==> src/rtl/buzzer_sequencer.sv <==
// Buzzer note/pitch source: registered live keyboard path, or auto-play of a song
// held in an external synchronous ROM (note, pitch, duration per word).
module buzzer_sequencer #(
    parameter int TICKS_PER_UNIT = 12500000,
    parameter int GAP_TICKS      = 1000000,
    parameter int ADDR_W         = 6
) (
    input  logic              clk,
    input  logic              rst,
    input  logic              mode,
    input  logic              start,
    input  logic              pause,
    input  logic [6:0]        live_note,
    input  logic [2:0]        live_pitch,
    output logic [ADDR_W-1:0] rom_addr,
    input  logic [15:0]       rom_data,
    output logic [6:0]        note_out,
    output logic [2:0]        pitch_out,
    output logic              busy,
    output logic              done
);

    // state   | meaning
    // IDLE    | live path drives the buzzer, waiting for start
    // FETCH   | ROM address presented
    // LOAD    | ROM word captured, duration counter loaded
    // PLAY    | entry note sounding (pause freezes it)
    // GAP     | articulation silence between notes
    // ADVANCE | step to next address or finish
    // DONE    | one-cycle end-of-song pulse
    typedef enum logic [2:0] {
        S_IDLE, S_FETCH, S_LOAD, S_PLAY, S_GAP, S_ADVANCE, S_DONE
    } state_t;

    localparam int PLAY_MAX = 63 * TICKS_PER_UNIT;
    localparam int CNT_MAX  = (PLAY_MAX > GAP_TICKS) ? PLAY_MAX : GAP_TICKS;
    localparam int CNT_W    = $clog2(CNT_MAX + 1);

    state_t            state, state_n;
    logic [ADDR_W-1:0] addr_n;
    logic [CNT_W-1:0]  cnt, cnt_n;
    logic [6:0]        note_q, note_n;
    logic [2:0]        pitch_q, pitch_n;

    logic [6:0]       rom_note;
    logic [2:0]       rom_pitch;
    logic [5:0]       rom_dur;
    logic             rom_pitch_ok;
    logic             live_pitch_ok;
    logic [CNT_W-1:0] play_ticks;

    assign rom_note      = rom_data[15:9];
    assign rom_pitch     = rom_data[8:6];
    assign rom_dur       = rom_data[5:0];
    assign rom_pitch_ok  = (rom_pitch == 3'b001) || (rom_pitch == 3'b010) || (rom_pitch == 3'b100);
    assign live_pitch_ok = (live_pitch == 3'b001) || (live_pitch == 3'b010) || (live_pitch == 3'b100);
    assign play_ticks    = CNT_W'(rom_dur) * CNT_W'(TICKS_PER_UNIT);

    always_ff @(posedge clk or posedge rst) begin
        if (rst) begin
            state    <= S_IDLE;
            rom_addr <= '0;
            cnt      <= '0;
            note_q   <= '0;
            pitch_q  <= 3'b010;
        end else begin
            state    <= state_n;
            rom_addr <= addr_n;
            cnt      <= cnt_n;
            note_q   <= note_n;
            pitch_q  <= pitch_n;
        end
    end

    always_comb begin
        state_n = state;
        addr_n  = rom_addr;
        cnt_n   = cnt;
        note_n  = note_q;
        pitch_n = pitch_q;
        case (state)
            S_IDLE: begin
                if (start && mode) begin
                    state_n = S_FETCH;
                    addr_n  = '0;
                end
            end
            S_FETCH: state_n = S_LOAD;
            S_LOAD: begin
                if (rom_dur == 6'd0) begin
                    state_n = S_DONE;
                end else begin
                    cnt_n   = play_ticks;
                    state_n = S_PLAY;
                end
            end
            S_PLAY: begin
                if (!pause) begin
                    if (cnt == CNT_W'(1)) begin
                        if (GAP_TICKS > 0) begin
                            cnt_n   = CNT_W'(GAP_TICKS);
                            state_n = S_GAP;
                        end else begin
                            cnt_n   = '0;
                            state_n = S_ADVANCE;
                        end
                    end else begin
                        cnt_n = cnt - 1'b1;
                    end
                end
            end
            S_GAP: begin
                if (!pause) begin
                    if (cnt == CNT_W'(1)) begin
                        cnt_n   = '0;
                        state_n = S_ADVANCE;
                    end else begin
                        cnt_n = cnt - 1'b1;
                    end
                end
            end
            S_ADVANCE: begin
                if (rom_addr == {ADDR_W{1'b1}}) begin
                    state_n = S_DONE;
                end else begin
                    addr_n  = rom_addr + 1'b1;
                    state_n = S_FETCH;
                end
            end
            S_DONE: begin
                addr_n  = '0;
                state_n = S_IDLE;
            end
            default: state_n = S_IDLE;
        endcase

        // Leaving auto mode mid-song aborts silently, without a done pulse.
        if (!mode && state != S_IDLE) begin
            state_n = S_IDLE;
            addr_n  = '0;
            cnt_n   = '0;
        end

        if (state_n == S_IDLE) begin
            note_n  = live_pitch_ok ? live_note : 7'd0;
            pitch_n = live_pitch;
        end else if (state == S_LOAD && state_n == S_PLAY) begin
            note_n  = rom_pitch_ok ? rom_note : 7'd0;
            pitch_n = rom_pitch;
        end else if (state_n != S_PLAY) begin
            note_n = 7'd0;
        end
    end

    // Pause mutes immediately; note_q keeps the entry note so release restores it.
    assign note_out  = (pause && (state == S_PLAY || state == S_GAP)) ? 7'd0 : note_q;
    assign pitch_out = pitch_q;
    assign busy      = (state != S_IDLE);
    assign done      = (state == S_DONE);

endmodule

==> config.mk <==
export PLATFORM = sky130hd
export DESIGN_NAME = buzzer_sequencer
export DESIGN_NICKNAME = d
export VERILOG_FILES = /design/src/rtl/buzzer_sequencer.sv
export SDC_FILE = /design/constraint.sdc
export NUM_CORES = 1
export LEC_CHECK = 0
export BUFFER_PORTS_ARGS = -buffer_cell sky130_fd_sc_hd__buf_4
export CAP_MARGIN = 30
export CORE_ASPECT_RATIO = 1.25
export CORE_MARGIN = 2
export CORE_UTILIZATION = 50
export DETAILED_ROUTE_END_ITERATION = 6
export GPL_TIMING_DRIVEN = 0
export PLACE_DENSITY = 0.69
export SLEW_MARGIN = 20
export SYNTH_ARGS = -nofsm -noshare
export SYNTH_HDL_FRONTEND = slang
export SYNTH_SLANG_ARGS = --single-unit
==> constraint.sdc <==
create_clock -name clk -period 2.55 [get_ports clk]
set_clock_uncertainty 0.1 [all_clocks]
set_input_delay 0.1275 -clock clk [delete_from_list [all_inputs] [get_ports clk]]
set_output_delay 0.1275 -clock clk [all_outputs]
set_load 0.005 [all_outputs]
* After elaboration in Yosys (flattened, before gate mapping)
Cells that the tools add are included.
** Word-level totals
- Register bits :: 49
- Latch bits :: 0
- RAM bits :: 0
- Memory bits (read-only) :: 0
- Bits of input ports :: 31
- Output and inout port bits :: 18
- Logic and storage cells :: 77
- Memories :: 0
** Operators by class
- Add/subtract/negate cells :: 2
- $mul :: 1
- Divide/modulo/power cells :: 0
- Order comparisons :: 0
- Eq/ne operators :: 21
- Shift-type cells :: 0
- Muxes and demuxes :: 28
- Bitwise operators :: 0
- Reductions and logical operators :: 20
** Operator list (count)
- $mux 30 :: 6
- $pmux 30 s3 :: 1
- $mux 7 :: 6
- $eq 30x1->1 const B :: 1
- $mux 3 :: 10
- $sub 30x1->30 const B :: 1
- $mul 6x19->25 const B :: 1
- $mux 6 :: 3
- $pmux 3 s6 :: 1
- $pmux 6 s3 :: 1
- $eq 3x2->1 const B :: 5
- $eq 3x3->1 const B :: 5
- $ne 3x3->1 const B :: 5
- $eq 3x1->1 const B :: 3
- $reduce_bool 4->1 :: 2
- $add 6x1->6 const B :: 1
- $eq 6x6->1 const B :: 1
- $logic_not 3->1 :: 2
- $logic_not 6->1 :: 1
- $reduce_bool 3->1 :: 2
- $logic_or 1x1->1 :: 5
- $logic_and 1x1->1 :: 4
- $reduce_and 4->1 :: 1
- $ne 3x2->1 const B :: 1
- 3 further kinds :: 3

* Logic depth before layout (Yosys ltp)
- Depth after elaboration :: 9
- Mapped depth :: 15
- Mapped depth without buffers :: 15

* Worst setup path before layout
Ideal clock, no wire load.
- Kind :: input -> register
- From :: input rom_data[3]
- To :: register cnt[27]
- Library setup time :: 126 ps
- Arrival time :: 3622 ps
- Data required time :: 2324 ps
- Setup slack :: -1298 ps
- Stages on the path :: 13
- Buffers on the path :: 0
- Cells stage by stage :: fa_1 inv_1 fa_1 fa_1 inv_1 ha_1 a21o_1 a2111oi_0 a21oi_1 a211o_1 nand2_1 xnor2_1 a221o_1
** Between the ends
- Word-level cells in the longest chain between the ends :: 4
- Elaborated cells on any way between the ends :: 7
- Classes of those cells :: 1 x mul; 1 x eq/ne; 3 x mux; 2 x reduce/logical
** Ends and longest elaborated chain
- start, declared :: RTL line 16 : input logic [15:0] rom_data,
- $mul 6x19->25 :: RTL line 57 : assign play_ticks = CNT_W'(rom_dur) * CNT_W'(TICKS_PER_UNIT);
- $mux 30 :: RTL line 90 : if (rom_dur == 6'd0) begin
- $pmux 30 s3 :: RTL line 81 : case (state)
- $mux 30 :: RTL line 138 : if (!mode && state != S_IDLE) begin
- end signal, assigned :: RTL line 69 : cnt <= cnt_n;
- end, declared :: RTL line 41 : logic [CNT_W-1:0] cnt, cnt_n;
Several ways; a longest one is shown, not always the timed one. The select of a mux whose other input is x is not followed.
A chain may end at the register's enable or synchronous reset.

* Final worst setup path
- From :: input rom_data[3]
- To :: register cnt[25]
Same word-level chain as after synthesis.

==> key figures <==
Timing
  • PnR worst setup slack: -965.8 ps
  • RSZ-0062 raised after global routing: true
  • Final worst path period need: around 3500 ps
  • Crit share post-route: 1.379
  • Slew HR: 0.5894
  • Worst-Margin Slew: ~610 ps
  • Final Max Slew Viols: 0
  • Final hold slack: 0.3706 ps
  • Setup Viol. Count Final: 15
  • Max Fclk: about 280 MHz
  • Final Hold Fails: 0

Logic synthesis
  • Syn Std Cell Area: 4871 sq um
  • Largest area contributor in the netlist: dfrtp_1
  • Synth warnings: 0
  • Dominant cells by area after synthesis: dfrtp_1 (25%), ha_1 (11%), fa_1 (8.2%)
  • Register area share after synthesis: 0.2520
  • Synth Instances: between 500 and 600
  • Fraction of registers with async set/reset: 1.000
  • Synth unique cells: 75
  • Post-synth net total: 655
  • Synth Flop Type: dfrtp_1
  • Seq cells post-synth: ~50
  • Post-synth EDFFs: 0
  • Synth top area share: 0.2466
  • Avg Cell Area, Syn: just under 9 sq um

Cells and area
  • Core Util, Final: 0.6804
  • Diode count: 0
  • Fin nets: 753
  • Area Growth Syn to Fin: 33.52%
  • Footprint of the multi-input gates: 3870 sq um
  • Layout cells sized above 1: 0.3005
  • Most frequent cells in the layout: buf_4 (72), dfrtp_1 (47), inv_1 (41), nor2_1 (41), o21ai_0 (36)
  • Most common cell after layout, fill and taps aside: buf_4
  • Seq. cell area: 1229 sq um
  • Non-filler cells in the finished layout: 785
  • Fillcell total: 769

GRT
  • First-pass GRT wire length: 22990 um
  • Met2 usage: 0.5196
  • Grt ovf: 0
  • Largest net degree at the start of global routing: 34
  • GRT Total Usage: 0.2744
  • M1 GR Usage: 0.3155
  • Initial antenna violation count: 0
  • Vias in the first global route: 4758
  • M3 GR Usage: 0.02436
  • GRT Max-Usage Layer: met2

Pwr
  • Total power: 6.058 mW
  • Leakage power: 3.006 nW
  • Pwr Density: 931.5 nW/um^2
  • VDD IR-drop max: around 0.00060 V

Detailed routing
  • Number of DRC markers in iteration 0: approximately 330
  • Via density: 6.031
  • DRC: 0
  • Drt wl/cell: 17.95 um
  • DRT antenna net count: 0
  • Total wire length: 14090 um
  • Drt first pass iters: 6
  • Total number of vias: ~4700

Clock tree
  • CTS tree: done
  • CTS H-tree lvls: 2
  • CTS Sinks: 49
  • Clk_lat worst skew: 300 ps
  • CTS Buf Count: 5
  • CTS max path bufs: 2
  • Clk root buf: clkbuf_16
  • Clock-pin slew on the worst setup and hold paths: around 70 ps

Critical path
  • Buf+Inv Stages, Crit Path: 3
  • CP top delay family: adder cells
  • Worst Setup End Kind: flip-flop
  • Critical path launch point type: primary input
  • Req. time, crit path: 2640 ps
  • Crit path max fanout: 4
  • Crit path cell chain: buf_12 > fa_1 > inv_2 > fa_1 > fa_1 > inv_2 > ha_4 > a21o_1 > a2111oi_4 > a21oi_2 > a211oi_1 > xor2_1 > nor2_1 > a221o_1
  • Cell mode on critical path: fa_1
  • Crit Path Category: in -> reg
  • Delay of the slowest critical-path stage: 580 ps
  • Arrival @ worst endpoint: 3600 ps
  • Crit-path slowest cell: fa_1

Placement
  • Place WS: -1464 ps
  • Port Buffers: 48
  • Placed insts: 735
  • GPL Wtd Cong: ~0.9
  • Hpwl dp: ~10000 um

Floorplan
  • Width of the die: about 90 um
  • Ports: 49
  • Initial Utilization: 0.5096
  • Row Count: 40
  • Core area: around 9600 sq um
  • Die ar.: 10550 sq um
  • Height of the die: 114.4 um

Run status
  • Run status: finished, violations left
  • Failing checks: setup timing

Run
  • Max-cap violations: 0

Hold path
  • Min-delay worst type: in -> reg
-- per-stage QoR --
stage / setup TNS [ps] / area [sq um]
finish: -10290 / 6504
global route: -11940 / 6504
CTS: -10090 / 6246
detailed placement: -20870 / 5514
global placement: -19600 / 5494
floorplan: -10270 / 4976
-- synthesized netlist by cell type, types with 8 or more instances --
library cell	number
a21o_1	14
a21oi_1	21
a221o_1	8
and2_1	10
buf_2	8
dfrtp_1	48
fa_1	20
ha_1	44
inv_1	54
nand2_1	36
nand3_1	17
nor2_1	44
nor3_1	17
nor4_1	11
o21ai_0	44
or3_1	9
xnor2_1	13
xor2_1	11
-- cells by family (layout without fill, tap and decap cells) --
| kind of cell | after synthesis | after routing | share of synthesized area |
|---|---|---|---|
| muxes | 1 | 1 | 0.002055 |
| buffers and inverters | 71 | 170 | 0.06293 |
| adders and majority gates | 64 | 64 | 0.1952 |
| DFF | 49 | 49 | 0.2520 |
| xor gates and xnor gates | 24 | 24 | 0.04315 |
| and+or+nand+nor | 198 | 198 | 0.2291 |
| AOI/OAI and AO/OA | 153 | 153 | 0.2155 |
-- per-layer routing --
| metal | wire (um) | share of wire |
|---|---|---|
| met2 | 7690 | 0.55 |
| met3 | 522 | 0.037 |
| met1 | 5429 | 0.39 |
| met5 | 0 | 0 |
| met4 | 448 | 0.032 |
-- worst paths after layout --
kind                              start           end  slack [ps]  cells after the start
min in group asynchronous           rst       cnt[24]         280                      3
setup / recovery            rom_data[3]       cnt[25]        -970                     14
setup reg to reg                 cnt[0]       cnt[28]        -280                      9
hold reg to reg            pitch_out[1]  pitch_out[1]         400                      2
max in group asynchronous           rst        cnt[5]        1530                      4
hold / removal              rom_data[0]        cnt[5]         0.4                      3
-- flip-flops by register name, summed over array words and instances (netlist names) --
name	count
cnt	30
note_q	7
pitch_out	3
rom_addr	6
state	3
-- worst register-to-register path: stages, from the launching register on --
cell	delay, ps
dfrtp_1	430
inv_1	100
ha_1	210
nor3b_2	290
nand4_1	340
nor2_1	590
nand4_1	210
xnor2_1	160
a22oi_1	170
nand3_1	100
-- layout make-up --
type                            instances  share of cell area
Timing Repair Buffer                   91              0.1210
Clock buffer                            8             0.02097
Multi-Input combinational cell        440              0.5950
Sequential cell                        49              0.1889
Inverter                               54             0.03270
Buffer                                 17             0.01712
Tap cell                              126             0.02424
-- power breakdown --
group / switching, mW / total [mW] / internal, mW / leakage, nW
combinational: 2.32 / 4.23 / 1.91 / 2.28
sequential: 0.225 / 1.17 / 0.944 / 0.657
clock: 0.290 / 0.655 / 0.366 / 0.0652
total: 2.84 / 6.06 / 3.22 / 3.01
-- repair_timing --
action / 4_1_cts / 5_1_grt
endpoints found under the hold margin: 24 / 0
setup buffers: 22 / 11
resized for setup: 76 / 40
pin swaps: 48 / 30
endpoints found under the setup margin: 36 / 39
hold buffers: 11 / 0
Power figures use the tool's default switching activity.
